### config.mk
export PLATFORM = sky130hd
export DESIGN_NAME = ifq
export DESIGN_NICKNAME = d
export VERILOG_FILES = /design/src/rtl/ifq_pkg.sv /design/src/rtl/ifq_line_ram.sv /design/src/rtl/ifq.sv
export SDC_FILE = /design/constraint.sdc
export NUM_CORES = 1
export LEC_CHECK = 0
export CAP_MARGIN = 20
export CORE_UTILIZATION = 50
export DETAILED_ROUTE_END_ITERATION = 8
export PLACE_DENSITY_LB_ADDON = 0.2
export SYNTH_ARGS = -nofsm -noshare
export SYNTH_HDL_FRONTEND = slang
export SYNTH_HIERARCHICAL = 1
export SYNTH_SLANG_ARGS = --single-unit
### constraint.sdc
create_clock -name clk -period 14.8 [get_ports clk]
set_input_delay 2.96 -clock clk [delete_from_list [all_inputs] [get_ports clk]]
set_output_delay 2.96 -clock clk [all_outputs]
set_load 0.01 [all_outputs]
### src/rtl/ifq_pkg.sv
// Shared widths and the line word-select helper for the instruction fetch queue.
package ifq_pkg;

  localparam int unsigned LINE_W         = 128;
  localparam int unsigned INST_W         = 32;
  localparam int unsigned WORDS_PER_LINE = 4;

  // Word 0 is the lowest address and sits in the most significant slot of the line.
  function automatic logic [INST_W-1:0] word_sel(input logic [LINE_W-1:0] line,
                                                 input logic [1:0]        k);
    return line[LINE_W-1-INST_W*k -: INST_W];
  endfunction

endpackage

### src/rtl/ifq_line_ram.sv
// Line storage: one synchronous write port, one asynchronous read port, no data reset.
module ifq_line_ram
  import ifq_pkg::*;
#(
  parameter int unsigned DEPTH = 4,
  parameter int unsigned AW    = $clog2(DEPTH)
) (
  input  logic              clk,
  input  logic              we,
  input  logic [AW-1:0]     waddr,
  input  logic [LINE_W-1:0] wdata,
  input  logic [AW-1:0]     raddr,
  output logic [LINE_W-1:0] rdata
);

  logic [LINE_W-1:0] mem_q [DEPTH];

  always_ff @(posedge clk) begin
    if (we) mem_q[waddr] <= wdata;
  end

  assign rdata = mem_q[raddr];

endmodule

### src/rtl/ifq.sv
// Instruction fetch queue: line-aligned I-cache fetch, circular line buffer, per-word dispatch.
module ifq
  import ifq_pkg::*;
#(
  parameter int unsigned DEPTH    = 4,
  parameter logic [31:0] RESET_PC = 32'h0000_0000
) (
  input  logic              clk,
  input  logic              reset,
  output logic [31:0]       cache_pc_out,
  output logic              cache_rd_en,
  input  logic [LINE_W-1:0] cache_dout,
  input  logic              cache_dout_valid,
  input  logic              jmp_branch_valid,
  input  logic [31:0]       jmp_branch_address,
  input  logic              ifq_rd_en,
  output logic [31:0]       ifq_inst,
  output logic [31:0]       ifq_pc,
  output logic [31:0]       ifq_pc_plus4,
  output logic              ifq_empty
);

  localparam int unsigned AW      = $clog2(DEPTH);
  localparam logic [AW:0] FullCnt = (AW+1)'(DEPTH);

  logic [27:0]       fetch_pc_q, fetch_pc_d;
  logic [AW-1:0]     wptr_q, wptr_d;
  logic [AW-1:0]     rptr_q, rptr_d;
  logic [AW:0]       count_q, count_d;
  logic [1:0]        rofs_q, rofs_d;
  logic [29:0]       dpc_q, dpc_d;
  logic              push, pop, release_line;
  logic [LINE_W-1:0] head_line;
  logic              unused_addr_bits;

  assign unused_addr_bits = ^jmp_branch_address[1:0];

  assign cache_rd_en  = reset && (count_q != FullCnt);
  assign cache_pc_out = {fetch_pc_q, 4'b0000};
  assign push         = cache_rd_en && cache_dout_valid && !jmp_branch_valid;
  assign ifq_empty    = (count_q == '0);
  assign pop          = ifq_rd_en && !ifq_empty;
  assign release_line = pop && (rofs_q == 2'd3);

  ifq_line_ram #(
    .DEPTH (DEPTH),
    .AW    (AW)
  ) u_line_ram (
    .clk   (clk),
    .we    (push),
    .waddr (wptr_q),
    .wdata (cache_dout),
    .raddr (rptr_q),
    .rdata (head_line)
  );

  assign ifq_inst     = ifq_empty ? 32'h0 : word_sel(head_line, rofs_q);
  assign ifq_pc       = {dpc_q, 2'b00};
  assign ifq_pc_plus4 = ifq_pc + 32'd4;

  always_comb begin
    fetch_pc_d = fetch_pc_q;
    wptr_d     = wptr_q;
    rptr_d     = rptr_q;
    count_d    = count_q;
    rofs_d     = rofs_q;
    dpc_d      = dpc_q;
    if (!reset) begin
      fetch_pc_d = RESET_PC[31:4];
      dpc_d      = RESET_PC[31:2];
      rofs_d     = RESET_PC[3:2];
      wptr_d     = '0;
      rptr_d     = '0;
      count_d    = '0;
    end else if (jmp_branch_valid) begin
      // The first line after a redirect is entered at the target's word offset.
      fetch_pc_d = jmp_branch_address[31:4];
      dpc_d      = jmp_branch_address[31:2];
      rofs_d     = jmp_branch_address[3:2];
      wptr_d     = '0;
      rptr_d     = '0;
      count_d    = '0;
    end else begin
      if (push) begin
        wptr_d     = wptr_q + AW'(1);
        fetch_pc_d = fetch_pc_q + 28'd1;
      end
      if (pop) begin
        dpc_d  = dpc_q + 30'd1;
        rofs_d = rofs_q + 2'd1;
        if (release_line) rptr_d = rptr_q + AW'(1);
      end
      unique case ({push, release_line})
        2'b10:   count_d = count_q + (AW+1)'(1);
        2'b01:   count_d = count_q - (AW+1)'(1);
        default: count_d = count_q;
      endcase
    end
  end

  always_ff @(posedge clk) begin
    fetch_pc_q <= fetch_pc_d;
    wptr_q     <= wptr_d;
    rptr_q     <= rptr_d;
    count_q    <= count_d;
    rofs_q     <= rofs_d;
    dpc_q      <= dpc_d;
  end

endmodule

---- Yosys cells after proc, flatten, opt, wreduce, memory -nomap -nowiden ----
Memory sizes are Yosys's and may differ from the RTL's. A register that Yosys moved wholly into a read port is not among the register bits.
Cells that the tools add are included.
storage, ports and cells
  bits in registers ....................... 67
  bits in writable memories ............... 512
  input port bits ......................... 165
  output and inout port bits .............. 130
  word-level logic and storage cells ...... 47
  memories kept ........................... 1
cells by class
  bitwise operators ....................... 1
  shifts and indexed selects .............. 1
  muxes and demuxes ....................... 12
  add/subtract/negate cells ............... 9
  reductions and logical operators ........ 13
  equal/unequal tests ..................... 4
memory list
  name              depth  width  read ports  clocked after Yosys merged registers in  wr ports  RTL line            source
  u_line_ram.mem_q  4      128    1           1                                        1         ifq_line_ram.sv:16  logic [LINE_W-1:0] mem_q [DEPTH];
operators with widths
  operator               number
  $shiftx 159x33->32     1
  $mux 30                2
  $mux 28                2
  $add 32x3->32 const B  1
  $mux 32                1
  $add 30x1->30 const B  1
  $add 28x1->28 const B  1
  $mux 2                 4
  $sub 7x7->8 const A    1
  $add 2x1->2 const B    3
  $pmux 3 s2             1
  $reduce_bool 2->1      3
  $logic_and 1x1->1      5
  $eq 2x2->1 const B     2
  $add 3x1->3 const B    1
  $logic_not 3->1        1
  $ne 3x3->1 const B     1
  $sub 3x1->3 const B    1
  $eq 2x1->1 const B     1
  $logic_not 1->1        2
  $mux 1                 2
  $reduce_and 2->1       1
  $reduce_or 2->1        1
  $not 1->1              1

---- Logic depth before layout (Yosys ltp) ----
  word-level depth ........................ 7
  depth in mapped cells ................... 10
  mapped depth without buffers ............ 9

---- Hierarchy ----
The synthesis kept the hierarchy.
modules (own cells, without submodules)
  module        cells each  instances  area an instance (µm²)  seq. area each (µm²)
  ifq_line_ram  672         1          18602.8                 15374.7
  ifq           553         1          4926.0                  1341.3

---- Least setup slack after synthesis ----
Ideal clock, no wire load.
  path type ............................... in2reg
  start point ............................. input reset
  end point ............................... memory u_line_ram.mem_q[0][0], enable pin
  setup time .............................. 800 ps
  path slack .............................. 1030 ps
  arrival time ............................ 12970 ps
  buffers on the path ..................... 1
  stages .................................. 4
  required time ........................... 14000 ps
  path through ............................ buf_2 nand2_1 nor3_1 nor3b_1
on the way
  longest elaborated chain between the ends .. 5
ends and longest elaborated chain
  item                            RTL line            source
  start: declaration              ifq.sv:9            input logic reset,
  $logic_and 1x1->1               ifq.sv:38           assign cache_rd_en = reset && (count_q != FullCnt);
  $logic_and 1x1->1 (2 in a row)  ifq.sv:40           assign push = cache_rd_en && cache_dout_valid && !jmp_branch_valid;
  named net push                  ifq.sv:32           logic push, pop, release_line;
  $mux 1                          ifq_line_ram.sv:19  if (we) mem_q[waddr] <= wdata;
  $mux 1 (not written as such)    ifq_line_ram.sv:19
  end: declaration                ifq_line_ram.sv:16
The timed path passes the listed nets, and every way through them passes these cells.

---- Worst setup path in the final report ----
  start point ............................. input reset
  end point ............................... output cache_rd_en
on the way
  longest elaborated chain between the ends .. 1
ends and longest elaborated chain
  item               RTL line   source
  $logic_and 1x1->1  ifq.sv:38
  end: declaration   ifq.sv:11  output logic cache_rd_en,
Every way passes these cells.

==> out/qor.yml <==
post_cts_buffers: 0
avgViaCountPerCell: 5.67
path_class: "input pin to output port"
dr_total_vias: 12300
io_buffers: 284
synthArstFlopShare_pct: 0
worst_ep_arrival_time_ns: 4.46
cts_max_path_buffers: 3
layout_commonest_cell: "edfxtp_1"
synth_edf_count: 512
wl_per_cell_um: 22.7
crit_path_start: "reset"
drt_iter0_markers: 833
regToRegStartpoint: "count_q[0]"
syn-cell-area_um2: 23500
crit_required_ns: 11.84
pwr_density_cell_nw_per_um2: 118
routed-wl-met3_um: 3560
final_max_slew_viol_count: 0
clock_latency_ns: 0.61
syn2layout_area_growth_pct: 21.4
crit_path_end_kind: "output port"
htree_num_levels: 2
clk_root_buffer_cell: "clkbuf_16"
dieArea_um2: 47900
post-route-period-util_pct: 50.1
hp-class: "flip-flop to flip-flop"
drt-pass1-iter-count: 4
die_height_um: 219
worstReg2RegEnd: "u_line_ram/mem_q[2][75]"
cellLeakagePower_nw: 8.82
synth.area.top_cells: "edfxtp_1 65%, mux4_2 15%, dfxtp_1 5.7%"
hpwl_um: 29600
wl_met2_um: 23900
synth_cell_types: 47
top_layer_used: "met5"
setup_viol: 0
whs_endpoint: "dpc_q[1]"
cp_max_fo: 38
vdd_ir_drop_max_v: 0.0000936
hold_path_depth: 2
tightest_slew_ns: 1.00
reg2reg_depth: 5
fin_skew_ns: 0.0191
place_area_um2: 26800
final_nets: 1686
status: "finished clean"
core_um2: 46500
report.power.total_mw: 3.36
ys.flop_type: "edfxtp_1"
first_global_vias: 12400
finalHoldViolations: 0
cts.sinks: 579
grt_usage_pct: 20.9
fillers: 3358
hold_buffers: 0
final_cell_area_um2: 28600
yosysWarnings: 6
fin_setup_tns_ns: 0
grt-ovfl-total: 0
die_w_um: 219
grt_max_degree: 87
cts_tree: "built"
numCtsBuffers: 58
path_clk_slew_ns: 0.06
wl_um: 49500
drt-met1-wl_um: 20900
boundaryPins: 295
grt_pass1_wl_um: 74200
start_util_pct: 50.6
drive_gt1_share_pct: 18.0
place_congestion: 0.829
drc_errors: 0
netlist_instances: 1225
ys_seq_area_share_pct: 71.0
start_kind: "input pin"
fin_util_pct: 61.5
antenna_found_initial: 9
drv_cap: 0
ant_nets: 0
avgSynthCellArea_um2: 19.2
min_from: "dpc_q[1]"
max_freq_mhz: 135
rsz0062_at_grt: "no"
relSlewSlack_pct: 33.3
yosys.area.top_type: "edfxtp_1"
period_needed_ns: 7.42
rrSetupSlack_ns: 10.98
cts_resized: 0
ys_ff_latch: 579
rows: 79
final_cell_mix: "512 x edfxtp_1, 284 x clkdlybuf4s50_1, 160 x mux4_2"
synth_top_area_share_pct: 65.3
[power by group]
group,leakage (nW),switching [mW],internal [mW]
clock,0.871,0.591,0.763
sequential,5.18,0.0269,1.80
combinational,2.77,0.0741,0.107
[worst max-delay path: stages]
cell and delay [ns]:
clkdlybuf4s50_1 0.45, buf_4 0.33, and2_1 0.18, clkdlybuf4s50_1 0.53
[cells in the mapped netlist, types with 3 or more instances]
library cell and instances:
a21oi_1 56, and2_1 8, and3_1 10, and4_1 11
buf_12 10, buf_2 27, buf_4 9, buf_6 6
clkbuf_1 24, dfxtp_1 67, edfxtp_1 512, ha_1 4
inv_1 14, mux4_2 160, nand2_1 30, nand3_1 27
nand4_1 15, nand4_4 3, nor2_1 23, nor2b_1 33
nor3_1 19, nor4_1 5, nor4_2 6, o21ai_0 31
xnor2_1 54, xor2_1 35
[cell type report]
class,count,area [um2],area share (%)
flip-flops and latches,579,16700,58.6
multi-input cells,561,6240,21.9
repair buffers,302,3020,10.6
clock buffers,72,1530,5.34
well taps,607,759,2.66
clock inverters,35,225,0.789
inverters,14,52.6,0.184
diodes,4,10.0,0.0350
[state kept, by name (all words and copies together) (netlist names)]
| register | count |
|---|---|
| rofs_q | 2 |
| fetch_pc_q | 28 |
| dpc_q | 30 |
| u_line_ram/mem_q | 512 |
| rptr_q | 2 |
| count_q | 3 |
| wptr_q | 2 |
[per-layer routing]
layer / vias to the layer above / global-route usage, %
met5: - / 0
met4: 10 / 5.67
met3: 76 / 5.34
met2: 370 / 33.6
met1: 6361 / 28.3
li1: 5510 / -
[cell families after synthesis]
logic type      count (synthesis)  synth area share [%]
xor+xnor                       89                  3.31
fa+ha+maj                       5                 0.298
compound gates                 93                  2.03
other cells                     1                0.0159
flops                         579                  71.0
buf+inv                        92                  2.64
mux                           161                  15.4
simple gates                  205                  5.30
[worst max path at each step]
stage | to | slack (ns) | cells past startpoint
floorplan | u_line_ram/mem_q[0][0] | 1.03 | 4
global placement | cache_rd_en | 7.36 | 4
detailed placement | cache_rd_en | 7.38 | 4
CTS | cache_rd_en | 7.37 | 4
global route | cache_rd_en | 7.31 | 4
finish | cache_rd_en | 7.38 | 4
[stage by stage]
| stage | std cells | setup slack (ns) | hold WS, ns |
|---|---|---|---|
| detailed placement | 2062 | 7.38 | 0.548 |
| floorplan | 1232 | 1.03 | 0.493 |
| global placement | 2061 | 7.36 | 0.532 |
| global route | 2171 | 7.31 | 0.591 |
| finish | 2174 | 7.38 | 0.554 |
| CTS | 2169 | 7.37 | 0.559 |
Note: power is estimated with default switching activity, not from simulation.
